[src/rtl/timer_pkg.sv]
// Shared definitions for the MM:SS countdown timer: FSM state encoding,
// BCD digit limits and preset saturation helper.
package timer_pkg;

  typedef enum logic [1:0] {
    IDLE  = 2'd0,
    RUN   = 2'd1,
    PAUSE = 2'd2,
    ALARM = 2'd3
  } state_t;

  localparam logic [3:0] BCD_MAX_UNIT     = 4'd9;
  localparam logic [3:0] BCD_MAX_TENS_SEC = 4'd5;

  function automatic logic [3:0] sat_bcd(input logic [3:0] v, input logic [3:0] max);
    return (v > max) ? max : v;
  endfunction

endpackage

[src/rtl/bcd_digit_down.sv]
// One down-counting BCD digit; wraps to MAX and raises borrow_out when
// decremented from zero.
module bcd_digit_down #(
  parameter logic [3:0] MAX = 4'd9
) (
  input  logic       clk,
  input  logic       reset_p,
  input  logic       dec_en,
  input  logic       load,
  input  logic [3:0] load_val,
  output logic [3:0] value,
  output logic       borrow_out
);

  assign borrow_out = dec_en && (value == 4'd0);

  always_ff @(posedge clk or posedge reset_p) begin
    if (reset_p) begin
      value <= '0;
    end else if (load) begin
      value <= load_val;
    end else if (dec_en) begin
      value <= (value == 4'd0) ? MAX : value - 4'd1;
    end
  end

endmodule

[src/rtl/timer_dec_down.sv]
// MM:SS BCD countdown timer with run/pause/alarm FSM.
// Optional macro TIMER_AUTO_CLEAR_EN: alarm self-clears after ALARM_SEC strobes.
module timer_dec_down
  import timer_pkg::*;
#(
  parameter int unsigned ALARM_SEC = 10
) (
  input  logic       clk,
  input  logic       reset_p,
  input  logic       clk_sec,
  input  logic       btn_start,
  input  logic       btn_load,
  input  logic [3:0] set_min10,
  input  logic [3:0] set_min1,
  input  logic [3:0] set_sec10,
  input  logic [3:0] set_sec1,
  output logic [3:0] min10,
  output logic [3:0] min1,
  output logic [3:0] sec10,
  output logic [3:0] sec1,
  output logic       running,
  output logic       alarm
);

  state_t state;
  logic   tick;
  logic   load_en;
  logic   is_zero;
  logic   is_one;
  logic   borrow_s1;
  logic   borrow_s10;
  logic   borrow_m1;
  logic [3:0] ld_m10, ld_m1, ld_s10, ld_s1;

  // Buttons pre-empt the strobe: a tick coinciding with either is dropped.
  assign tick    = clk_sec && (state == RUN) && !btn_load && !btn_start;
  assign load_en = btn_load || ((state == ALARM) && btn_start);

  assign is_zero = (min10 == 4'd0) && (min1 == 4'd0) && (sec10 == 4'd0) && (sec1 == 4'd0);
  assign is_one  = (min10 == 4'd0) && (min1 == 4'd0) && (sec10 == 4'd0) && (sec1 == 4'd1);

  always_comb begin
    ld_m10 = '0;
    ld_m1  = '0;
    ld_s10 = '0;
    ld_s1  = '0;
    if (btn_load) begin
      ld_m10 = sat_bcd(set_min10, BCD_MAX_UNIT);
      ld_m1  = sat_bcd(set_min1,  BCD_MAX_UNIT);
      ld_s10 = sat_bcd(set_sec10, BCD_MAX_TENS_SEC);
      ld_s1  = sat_bcd(set_sec1,  BCD_MAX_UNIT);
    end
  end

  bcd_digit_down #(.MAX(BCD_MAX_UNIT)) u_sec1 (
    .clk(clk), .reset_p(reset_p), .dec_en(tick), .load(load_en),
    .load_val(ld_s1), .value(sec1), .borrow_out(borrow_s1)
  );

  bcd_digit_down #(.MAX(BCD_MAX_TENS_SEC)) u_sec10 (
    .clk(clk), .reset_p(reset_p), .dec_en(borrow_s1), .load(load_en),
    .load_val(ld_s10), .value(sec10), .borrow_out(borrow_s10)
  );

  bcd_digit_down #(.MAX(BCD_MAX_UNIT)) u_min1 (
    .clk(clk), .reset_p(reset_p), .dec_en(borrow_s10), .load(load_en),
    .load_val(ld_m1), .value(min1), .borrow_out(borrow_m1)
  );

  // 00:00 is trapped before min10 could borrow, so its borrow is never used.
  bcd_digit_down #(.MAX(BCD_MAX_UNIT)) u_min10 (
    .clk(clk), .reset_p(reset_p), .dec_en(borrow_m1), .load(load_en),
    .load_val(ld_m10), .value(min10), .borrow_out()
  );

`ifdef TIMER_AUTO_CLEAR_EN
  logic [31:0] alarm_cnt;
`endif

  always_ff @(posedge clk or posedge reset_p) begin
    if (reset_p) begin
      state   <= IDLE;
      running <= 1'b0;
      alarm   <= 1'b0;
`ifdef TIMER_AUTO_CLEAR_EN
      alarm_cnt <= '0;
`endif
    end else if (btn_load) begin
      state   <= IDLE;
      running <= 1'b0;
      alarm   <= 1'b0;
    end else if (btn_start) begin
      unique case (state)
        IDLE: begin
          if (!is_zero) begin
            state   <= RUN;
            running <= 1'b1;
          end
        end
        RUN: begin
          state   <= PAUSE;
          running <= 1'b0;
        end
        PAUSE: begin
          state   <= RUN;
          running <= 1'b1;
        end
        ALARM: begin
          state <= IDLE;
          alarm <= 1'b0;
        end
      endcase
    end else if (clk_sec) begin
      if (state == RUN && is_one) begin
        state   <= ALARM;
        running <= 1'b0;
        alarm   <= 1'b1;
`ifdef TIMER_AUTO_CLEAR_EN
        alarm_cnt <= '0;
`endif
      end
`ifdef TIMER_AUTO_CLEAR_EN
      else if (state == ALARM) begin
        if (alarm_cnt + 32'd1 >= 32'(ALARM_SEC)) begin
          state <= IDLE;
          alarm <= 1'b0;
        end
        alarm_cnt <= alarm_cnt + 32'd1;
      end
`endif
    end
  end

endmodule

[config.mk]
export PLATFORM = sky130hd
export DESIGN_NAME = timer_dec_down
export DESIGN_NICKNAME = d
export VERILOG_FILES = /design/src/rtl/timer_pkg.sv /design/src/rtl/bcd_digit_down.sv /design/src/rtl/timer_dec_down.sv
export SDC_FILE = /design/constraint.sdc
export NUM_CORES = 1
export LEC_CHECK = 0
export ABC_CLOCK_PERIOD_IN_PS = 1750
export BUFFER_PORTS_ARGS = -buffer_cell sky130_fd_sc_hd__buf_2
export CAP_MARGIN = 30
export CORE_UTILIZATION = 46
export DETAILED_ROUTE_END_ITERATION = 10
export PLACE_DENSITY = 0.75
export RECOVER_POWER = 100
export SETUP_SLACK_MARGIN = 0.5
export SYNTH_ARGS = -nofsm -noshare
export SYNTH_HDL_FRONTEND = slang
export SYNTH_SLANG_ARGS = --single-unit
[constraint.sdc]
create_clock -name clk -period 1.75 [get_ports clk]
set_input_delay 0.0875 -clock clk [delete_from_list [all_inputs] [get_ports clk]]
set_output_delay 0.0875 -clock clk [all_outputs]
set_load 0.005 [all_outputs]
==> impl_metrics.py, run 1 <==
metrics = {
    "status": {
        "status": "finished with violations",
        "violations": "hold timing",
    },
    "synthesis": {
        "synth_top_cell_area_share": 0.382,
        "synth_edf_count": 0,
        "synth_warnings": 0,
        "ys_seq_area_frac": 0.382,
        "mappedNetlistArea_sq_mm": 0.00131,
        "ys.flop_type": "dfrtp_1",
        "synth_nets": 166,
        "synthArstFlopShare": 1.00,
        "syn-mean-instance-area_sq_um": 9.03,
        "synth_area_leaders": "dfrtp_1 (38%), a21oi_1 (4.6%), nor2_1 (4.3%)",
        "synth-seq-cells": 20,
        "syn_inst": 145,
        "yosysTopAreaCell": "dfrtp_1",
        "ys_types": 51,
    },
    "power_and_ir_drop": {
        "p_leak_nw": 0.798,
        "pwr_density_cell_mw_per_mm2": 695,
        "ir_drop_mv": 0.528,
    },
    "detailed_routing": {
        "detail_route.wirelength_um": 4160,
        "drt-initial-drc-count": 72,
        "vias_per_cell": 6.27,
        "post_drt_wl_per_cell_um": 17.4,
        "drtPass1Iterations": 5,
        "drc_errors": 0,
        "detail-route-antenna-nets": 0,
        "num_vias": 1498,
    },
    "clocking": {
        "clock_latency_ns": 0.32,
        "clockBufferDepth": 2,
        "htreeDepth": 1,
        "clkTransAtPathRegs_ns": 0.12,
        "cts_buffers": 3,
        "ctsRootBufferMaster": "clkbuf_4",
        "clock_sinks": 20,
        "cts_tree": "yes",
    },
    "job": {
        "maxCapViolCount": 0,
    },
    "setup_path": {
        "path_class": "reg2reg",
        "cp.required_ns": 1.97,
        "critPathLaunchType": "register",
        "arrival_ns": 1.86,
        "rrSetupSlack_ns": 0.10,
        "r2r_end": "u_min1.value[3]",
        "r2r_start": "u_sec1.value[3]",
        "ff2ff_path_depth": 6,
        "critical_path.max_fanout": 5,
        "worstSetupEndpointType": "register",
    },
    "cells_and_area": {
        "drive_gt1_frac": 0.411,
        "nNetsFinal": 231,
        "area_growth_pct": 43.6,
        "final_common_cell": "buf_2",
        "antenna_cells": 0,
        "fillCellCount": 198,
        "final_cell_mix": "buf_2 (36), nor2_1 (15), dfrtp_1 (14)",
    },
    "timing": {
        "fin_crit_sh": 0.941,
        "rsz0062_at_grt": "yes",
        "whs_ns": -0.00782,
        "period_minus_slack_ns": 1.65,
        "setup_tns_ns": 0,
        "fmax_mhz": 608,
        "skew_ns": 0.00789,
        "setup_viol": 0,
        "hold_viol": 1,
        "slew_viol_final": 0,
        "slew_headroom": 0.629,
        "max_slew.worst_pin.slew_ns": 0.556,
    },
    "die": {
        "dieArea_sq_mm": 0.00306,
        "die_w_um": 55.3,
        "coreArea_sq_mm": 0.00259,
        "die_h_um": 55.3,
        "core.rowCount": 18,
        "io_pins": 39,
        "initial_core_util": 0.505,
    },
    "worst_hold_path": {
        "hp-start": "set_sec1[0]",
        "holdCritPathClass": "in2reg",
        "hold_depth": 3,
        "whs_endpoint": "u_sec1.value[0]",
    },
    "global_route": {
        "grt_util_all_layers": 0.257,
        "grt_start_max_net_pins": 19,
        "grt_pass1_wl_um": 6350,
        "grt_overflow": 0,
        "grt_pass1_vias": 1396,
        "antenna_found_initial": 0,
    },
    "place": {
        "dp_hpwl_um": 2470,
        "gp_congestion": 0.881,
        "portBuffers": 38,
    },
}
-- metal layers --
| layer | up-vias | GRT usage | wire length, um |
|---|---|---|---|
| li1 | 684 | - | - |
| met1 | 723 | 0.332 | 1720 |
| met2 | 78 | 0.446 | 2090 |
| met3 | 13 | 0.0281 | 259 |
| met4 | 0 | 0.0821 | 98 |
| met5 | - | 0 | 0 |
-- logic make-up (layout without fill, tap and decap cells) --
kind of cell,count (synthesis),after routing,synth area share
flops,20,20,0.382
simple gates,58,58,0.251
compound gates,51,51,0.273
buf+inv,11,75,0.0516
xor+xnor,2,2,0.0134
mux,3,3,0.0277
-- stage by stage --
| step | instances | setup WS (ns) | util | total power, mW | instance area [sq um] |
|---|---|---|---|---|---|
| after floorplan | 145 | 0.0990 | - | 0.813 | 1360 |
| after global placement | 212 | 0.158 | 0.609 | 0.938 | 1580 |
| after detailed placement | 212 | 0.112 | 0.609 | 0.950 | 1580 |
| after CTS | 235 | 0.205 | 0.713 | 1.27 | 1850 |
| after global routing | 239 | 0.0249 | 0.726 | 1.37 | 1880 |
| final | 239 | 0.104 | 0.726 | 1.31 | 1880 |
-- worst max-delay path by stage --
| stage | from | end | cells after the start |
|---|---|---|---|
| finish | u_sec1.value[3] | u_min1.value[3] | 6 |
| global route | u_sec1.value[0] | u_min1.value[3] | 6 |
| CTS | u_sec1.value[2] | u_min10.value[0] | 4 |
| detailed placement | u_sec10.value[0] | u_min10.value[0] | 4 |
| global placement | u_sec10.value[0] | u_min10.value[0] | 4 |
| floorplan | u_sec1.value[2] | u_min10.value[0] | 4 |
-- worst max-delay path, cell delays in order, from the launching register on --
cell,delay (ns)
dfrtp_1,0.47
nor4_4,0.35
buf_6,0.20
buf_4,0.12
nand4_1,0.11
a21oi_1,0.22
a211oi_2,0.09
-- synthesized netlist by cell type (2+ instances only) --
master,number
o211a_1,2
and3_1,2
a31oi_1,3
o21ai_0,9
buf_2,2
a21oi_1,12
nor2_1,15
dfrtp_1,20
o22ai_1,5
nand2_1,10
nand2b_1,3
o21ai_1,2
nand3_1,5
o21a_1,2
a32o_1,3
inv_1,4
buf_6,3
nor3_1,6
nor4_1,5
-- layout make-up --
class / count / area (sq um) / area share
Timing Repair Buffer: 67 / 393 / 0.209
Sequential cell: 20 / 508 / 0.270
Clock buffer: 4 / 26.3 / 0.0140
Tap cell: 30 / 37.5 / 0.0200
Inverter: 4 / 15.0 / 0.00799
Multi-Input combinational cell: 114 / 900 / 0.479
-- registers in the layout, summed over array words and instances, names as in the netlist --
| signal | flops |
|---|---|
| u_min1.value | 4 |
| u_min10.value | 4 |
| u_sec1.value | 4 |
| u_sec10.value | 4 |
| state | 2 |
| alarm | 1 |
| running | 1 |
-- power by group --
group / switching [mW] / total [mW] / internal [mW]
registers: 0.0869 / 0.601 / 0.514
logic: 0.236 / 0.456 / 0.220
clock network: 0.159 / 0.248 / 0.0894
-- repair_timing --
item                                    CTS  global route
gates resized for setup                  27            10
buffers inserted                         17             4
hold buffers                              2             0
endpoints found under the setup margin   19            20
endpoints found under the hold margin    11             0
pin swaps                                13             7
No activity file was read; power rests on OpenSTA's default activity.
==> run 2: changes to the inputs <==
--- a/config.mk
+++ b/config.mk
@@ -8,9 +8,11 @@
 export ABC_CLOCK_PERIOD_IN_PS = 1750
 export BUFFER_PORTS_ARGS = -buffer_cell sky130_fd_sc_hd__buf_2
 export CAP_MARGIN = 30
-export CORE_UTILIZATION = 46
+export CELL_PAD_IN_SITES_DETAIL_PLACEMENT = 0
+export CELL_PAD_IN_SITES_GLOBAL_PLACEMENT = 1
+export CORE_UTILIZATION = 34
 export DETAILED_ROUTE_END_ITERATION = 10
-export PLACE_DENSITY = 0.75
+export PLACE_DENSITY_LB_ADDON = 0.1
 export RECOVER_POWER = 100
 export SETUP_SLACK_MARGIN = 0.5
 export SYNTH_ARGS = -nofsm -noshare
==> impl_metrics.py, run 2 (synthesis gave the netlist of run 1 again) <==
metrics = {
    "status": {
        "status": "complete, no violations",
    },
    "cells_and_area": {
        "fillCellCount": 377,
        "area_growth_pct": 49.7,
        "final_common_cell": "buf_2",
        "final_cell_mix": "buf_2 (38), dfrtp_1 (16), nor2_1 (15)",
        "drive_gt1_frac": 0.457,
        "fin_cells": 256,
        "nNetsFinal": 230,
        "antenna_cells": 0,
    },
    "clocking": {
        "htreeDepth": 1,
        "cts_buffers": 3,
        "clock_sinks": 20,
        "clkTransAtPathRegs_ns": 0.08,
        "clock_latency_ns": 0.26,
        "cts_tree": "yes",
        "ctsRootBufferMaster": "clkbuf_8",
        "clockBufferDepth": 2,
    },
    "detailed_routing": {
        "vias_per_cell": 5.41,
        "post_drt_wl_per_cell_um": 15.8,
        "detail_route.wirelength_um": 4040,
        "highest_layer": "met4",
        "num_vias": 1384,
        "wl_met1_um": 1860,
        "dr_wl_met3_um": 135,
        "detail-route-antenna-nets": 0,
        "drtPass1Iterations": 4,
        "drc_errors": 0,
        "drt-initial-drc-count": 84,
        "wl_met2_um": 1990,
    },
    "die": {
        "io_pins": 39,
        "die_w_um": 64.0,
        "core.rowCount": 22,
        "coreArea_sq_mm": 0.00369,
        "dieArea_sq_mm": 0.00410,
        "initial_core_util": 0.355,
        "die_h_um": 64.0,
    },
    "place": {
        "portBuffers": 38,
        "dpl.cell_count": 235,
        "dp_hpwl_um": 2680,
        "gp_congestion": 0.770,
    },
    "setup_path": {
        "path_class": "reg2reg",
        "arrival_ns": 1.77,
        "worstSetupEndpointType": "register",
        "critical_path.max_fanout": 11,
        "rrSetupSlack_ns": 0.13,
        "critPathLaunchType": "register",
        "cp.required_ns": 1.90,
    },
    "global_route": {
        "grt_pass1_vias": 1409,
        "grt_overflow": 0,
        "grt_util_all_layers": 0.209,
        "grt_start_max_net_pins": 21,
        "grt_pass1_wl_um": 6510,
        "antenna_found_initial": 0,
    },
    "power_and_ir_drop": {
        "pwr_density_cell_mw_per_mm2": 729,
        "ir_drop_mv": 0.319,
        "p_leak_nw": 0.841,
    },
    "timing": {
        "fmax_mhz": 616,
        "skew_ns": 0.00659,
        "slew_headroom": 0.641,
        "slew_viol_final": 0,
        "period_minus_slack_ns": 1.62,
        "rsz0062_at_grt": "yes",
        "setup_viol": 0,
        "fin_crit_sh": 0.927,
        "setup_tns_ns": 0,
        "hold_viol": 0,
        "max_slew.worst_pin.slew_ns": 0.539,
    },
    "job": {
        "maxCapViolCount": 0,
    },
    "worst_hold_path": {
        "holdCritPathClass": "in2reg",
    },
}
## run 2: final timing paths
kind,startpoint,endpoint,depth (start not counted)
worst min-delay path,set_sec1[2],u_sec1.value[2],3
worst min register to register,alarm,alarm,2
max in group asynchronous,reset_p,u_sec10.value[0],4
min in group asynchronous,reset_p,alarm,4
worst max-delay path,state[1],u_min10.value[2],4
worst max register to register,state[1],u_min10.value[2],4
## run 2: stage by stage
stage | power [mW] | area, sq um | setup slack, ns | utilization | hold slack, ns
2_1_floorplan | 0.813 | 1360 | 0.0990 | - | 0.0513
3_3_place_gp | 0.972 | 1640 | 0.165 | 0.444 | 0.129
3_5_place_dp | 0.971 | 1640 | 0.136 | 0.444 | 0.137
4_1_cts | 1.44 | 1960 | 0.177 | 0.530 | 0.0404
5_1_grt | 1.51 | 1960 | 0.0762 | 0.531 | 0.0673
6_report | 1.43 | 1960 | 0.127 | 0.531 | 0.0436
## run 2: report_power, final
part / switching, mW / total, mW / internal, mW
logic: 0.235 / 0.467 / 0.232
registers: 0.0840 / 0.598 / 0.514
clock network: 0.163 / 0.364 / 0.201
total: 0.482 / 1.43 / 0.946
## run 2: worst max-delay path, stage by stage (launching register included)
cell and delay (ns):
dfrtp_1 0.49, a31o_2 0.39, o21a_2 0.27, clkbuf_1 0.13
a32o_1 0.22
## run 2: what timing repair did
| action | 4_1_cts | 5_1_grt |
|---|---|---|
| hold endpoints to repair | 20 | 0 |
| pin swaps | 12 | 8 |
| buffers inserted | 14 | 2 |
| gates cloned | 0 | 0 |
| endpoints found under the setup margin | 19 | 20 |
| gates resized for setup | 33 | 9 |
| hold buffers | 1 | 0 |
## run 2: cell type report
class / instances / area, sq um / area share
multi-input cells: 114 / 928 / 0.474
flip-flops and latches: 20 / 505 / 0.258
inverters: 4 / 15.0 / 0.00766
repair buffers: 66 / 395 / 0.202
well taps: 48 / 60.1 / 0.0307
clock buffers: 4 / 55.1 / 0.0281
## run 2: metal layers
metal  vias up  track usage
met2        34        0.370
met1       664        0.255
met4         0       0.0682
li1        681            -
met3         5       0.0339
met5         -            0
==> run 3: changes to the inputs <==
--- a/config.mk
+++ b/config.mk
@@ -14,7 +14,7 @@
 export DETAILED_ROUTE_END_ITERATION = 10
 export PLACE_DENSITY_LB_ADDON = 0.1
 export RECOVER_POWER = 100
-export SETUP_SLACK_MARGIN = 0.5
+export SETUP_SLACK_MARGIN = 0.15
 export SYNTH_ARGS = -nofsm -noshare
 export SYNTH_HDL_FRONTEND = slang
 export SYNTH_SLANG_ARGS = --single-unit
==> impl_metrics.py, run 3 (synthesis gave the netlist of run 1 again) <==
metrics = {
    "global_route": {
        "grt_overflow": 0,
        "grt_pass1_wl_um": 5900,
        "antenna_found_initial": 0,
        "grt_start_max_net_pins": 21,
        "grt_pass1_vias": 1259,
        "grt_util_all_layers": 0.190,
    },
    "job": {
        "maxCapViolCount": 0,
    },
    "worst_hold_path": {
        "holdCritPathClass": "in2reg",
    },
    "timing": {
        "period_minus_slack_ns": 1.58,
        "setup_tns_ns": 0,
        "rsz0062_at_grt": "yes",
        "skew_ns": 0.00214,
        "fmax_mhz": 635,
        "fin_crit_sh": 0.900,
        "slew_headroom": 0.766,
        "max_slew.worst_pin.slew_ns": 0.352,
        "hold_viol": 0,
        "setup_viol": 0,
        "slew_viol_final": 0,
    },
    "die": {
        "die_w_um": 64.0,
        "initial_core_util": 0.355,
        "die_h_um": 64.0,
        "coreArea_sq_mm": 0.00369,
        "io_pins": 39,
        "dieArea_sq_mm": 0.00410,
        "core.rowCount": 22,
    },
    "cells_and_area": {
        "nNetsFinal": 221,
        "area_growth_pct": 30.2,
        "antenna_cells": 0,
        "final_common_cell": "buf_2",
        "drive_gt1_frac": 0.333,
        "fillCellCount": 392,
        "fin_cells": 246,
        "final_cell_mix": "buf_2 (37), dfrtp_1 (19), nor2_1 (15)",
    },
    "clocking": {
        "cts_tree": "yes",
        "clockBufferDepth": 2,
        "htreeDepth": 1,
        "clock_sinks": 20,
        "ctsRootBufferMaster": "clkbuf_8",
        "clkTransAtPathRegs_ns": 0.07,
        "cts_buffers": 3,
        "clock_latency_ns": 0.26,
    },
    "detailed_routing": {
        "vias_per_cell": 5.48,
        "post_drt_wl_per_cell_um": 14.3,
        "detail_route.wirelength_um": 3510,
        "drt-initial-drc-count": 49,
        "num_vias": 1349,
        "drtPass1Iterations": 4,
        "drc_errors": 0,
        "detail-route-antenna-nets": 0,
    },
    "power_and_ir_drop": {
        "ir_drop_mv": 0.342,
        "p_leak_nw": 0.743,
        "pwr_density_cell_mw_per_mm2": 747,
        "totalPowerFinal_mw": 1.27,
    },
    "setup_path": {
        "critPathLaunchType": "register",
        "cpPeakStageDelay_ns": 0.44,
        "path_cells": "nor4_4 -> and3_4 -> o21a_4 -> mux2_4",
        "critical_path.max_fanout": 5,
        "arrival_ns": 1.72,
        "crit_family": "simple AND/OR/NAND/NOR gates",
        "path_class": "reg2reg",
        "cp_slowest_cell": "dfrtp_1",
        "worstSetupEndpointType": "register",
        "cp.required_ns": 1.90,
        "crit_buf_inv": 0,
    },
    "place": {
        "gp_congestion": 0.741,
        "dp_hpwl_um": 2630,
        "dpl.cell_count": 237,
        "portBuffers": 38,
    },
    "status": {
        "status": "complete, no violations",
    },
}
-- run 3: worst paths after layout --
check,startpoint,to,slack (ns),cells after the start
min in group asynchronous,reset_p,u_min1.value[1],0.40,4
hold / removal,set_sec1[2],u_sec1.value[2],0.06,3
setup reg to reg,u_sec1.value[2],u_min10.value[0],0.17,4
max in group asynchronous,reset_p,state[1],1.13,4
hold reg to reg,alarm,alarm,0.53,2
setup / recovery,u_sec1.value[2],u_min10.value[0],0.17,4
-- run 3: where the power goes --
part	switching, mW	leakage, nW	internal, mW
clock network	0.150	0.0216	0.154
registers	0.0699	0.251	0.512
logic	0.199	0.471	0.188
-- run 3: timing repair --
item	in CTS	in global routing
setup buffers	3	2
hold endpoints to repair	20	0
resized for setup	5	7
pin swaps	2	1
hold buffers	1	0
endpoints found under the setup margin	5	8
-- run 3: layer usage --
metal	wire, um	GRT usage
met1	1640	0.250
met2	1640	0.305
met3	173	0.0304
met4	54	0.0824
met5	0	0
-- run 3: area by class of cell --
cell class,count,area [sq um],area share
clock buffer,3,41.3,0.0242
inverter,4,15.0,0.00881
multi-input combinational,114,781,0.458
sequential,20,502,0.294
tap,48,60.1,0.0352
timing repair buffer,57,305,0.179
-- run 3: stage by stage --
step	area [sq um]	util	worst slack [ns]	hold WS, ns
after floorplan	1310	-	0.0718	0.0513
after global placement	1600	0.435	0.114	0.125
after detailed placement	1600	0.435	0.0158	0.129
after CTS	1700	0.462	0.147	0.0715
after global routing	1700	0.462	0.0900	0.0694
final	1700	0.462	0.174	0.0586
-- run 3: worst register-to-register path: cells and delay by family, from the launching register on --
| kind | cells | cell delay [ns] |
|---|---|---|
| AOI/OAI and AO/OA | 1 | 0.15 |
| muxes | 1 | 0.29 |
| and+or+nand+nor | 2 | 0.58 |
| DFF | 1 | 0.44 |
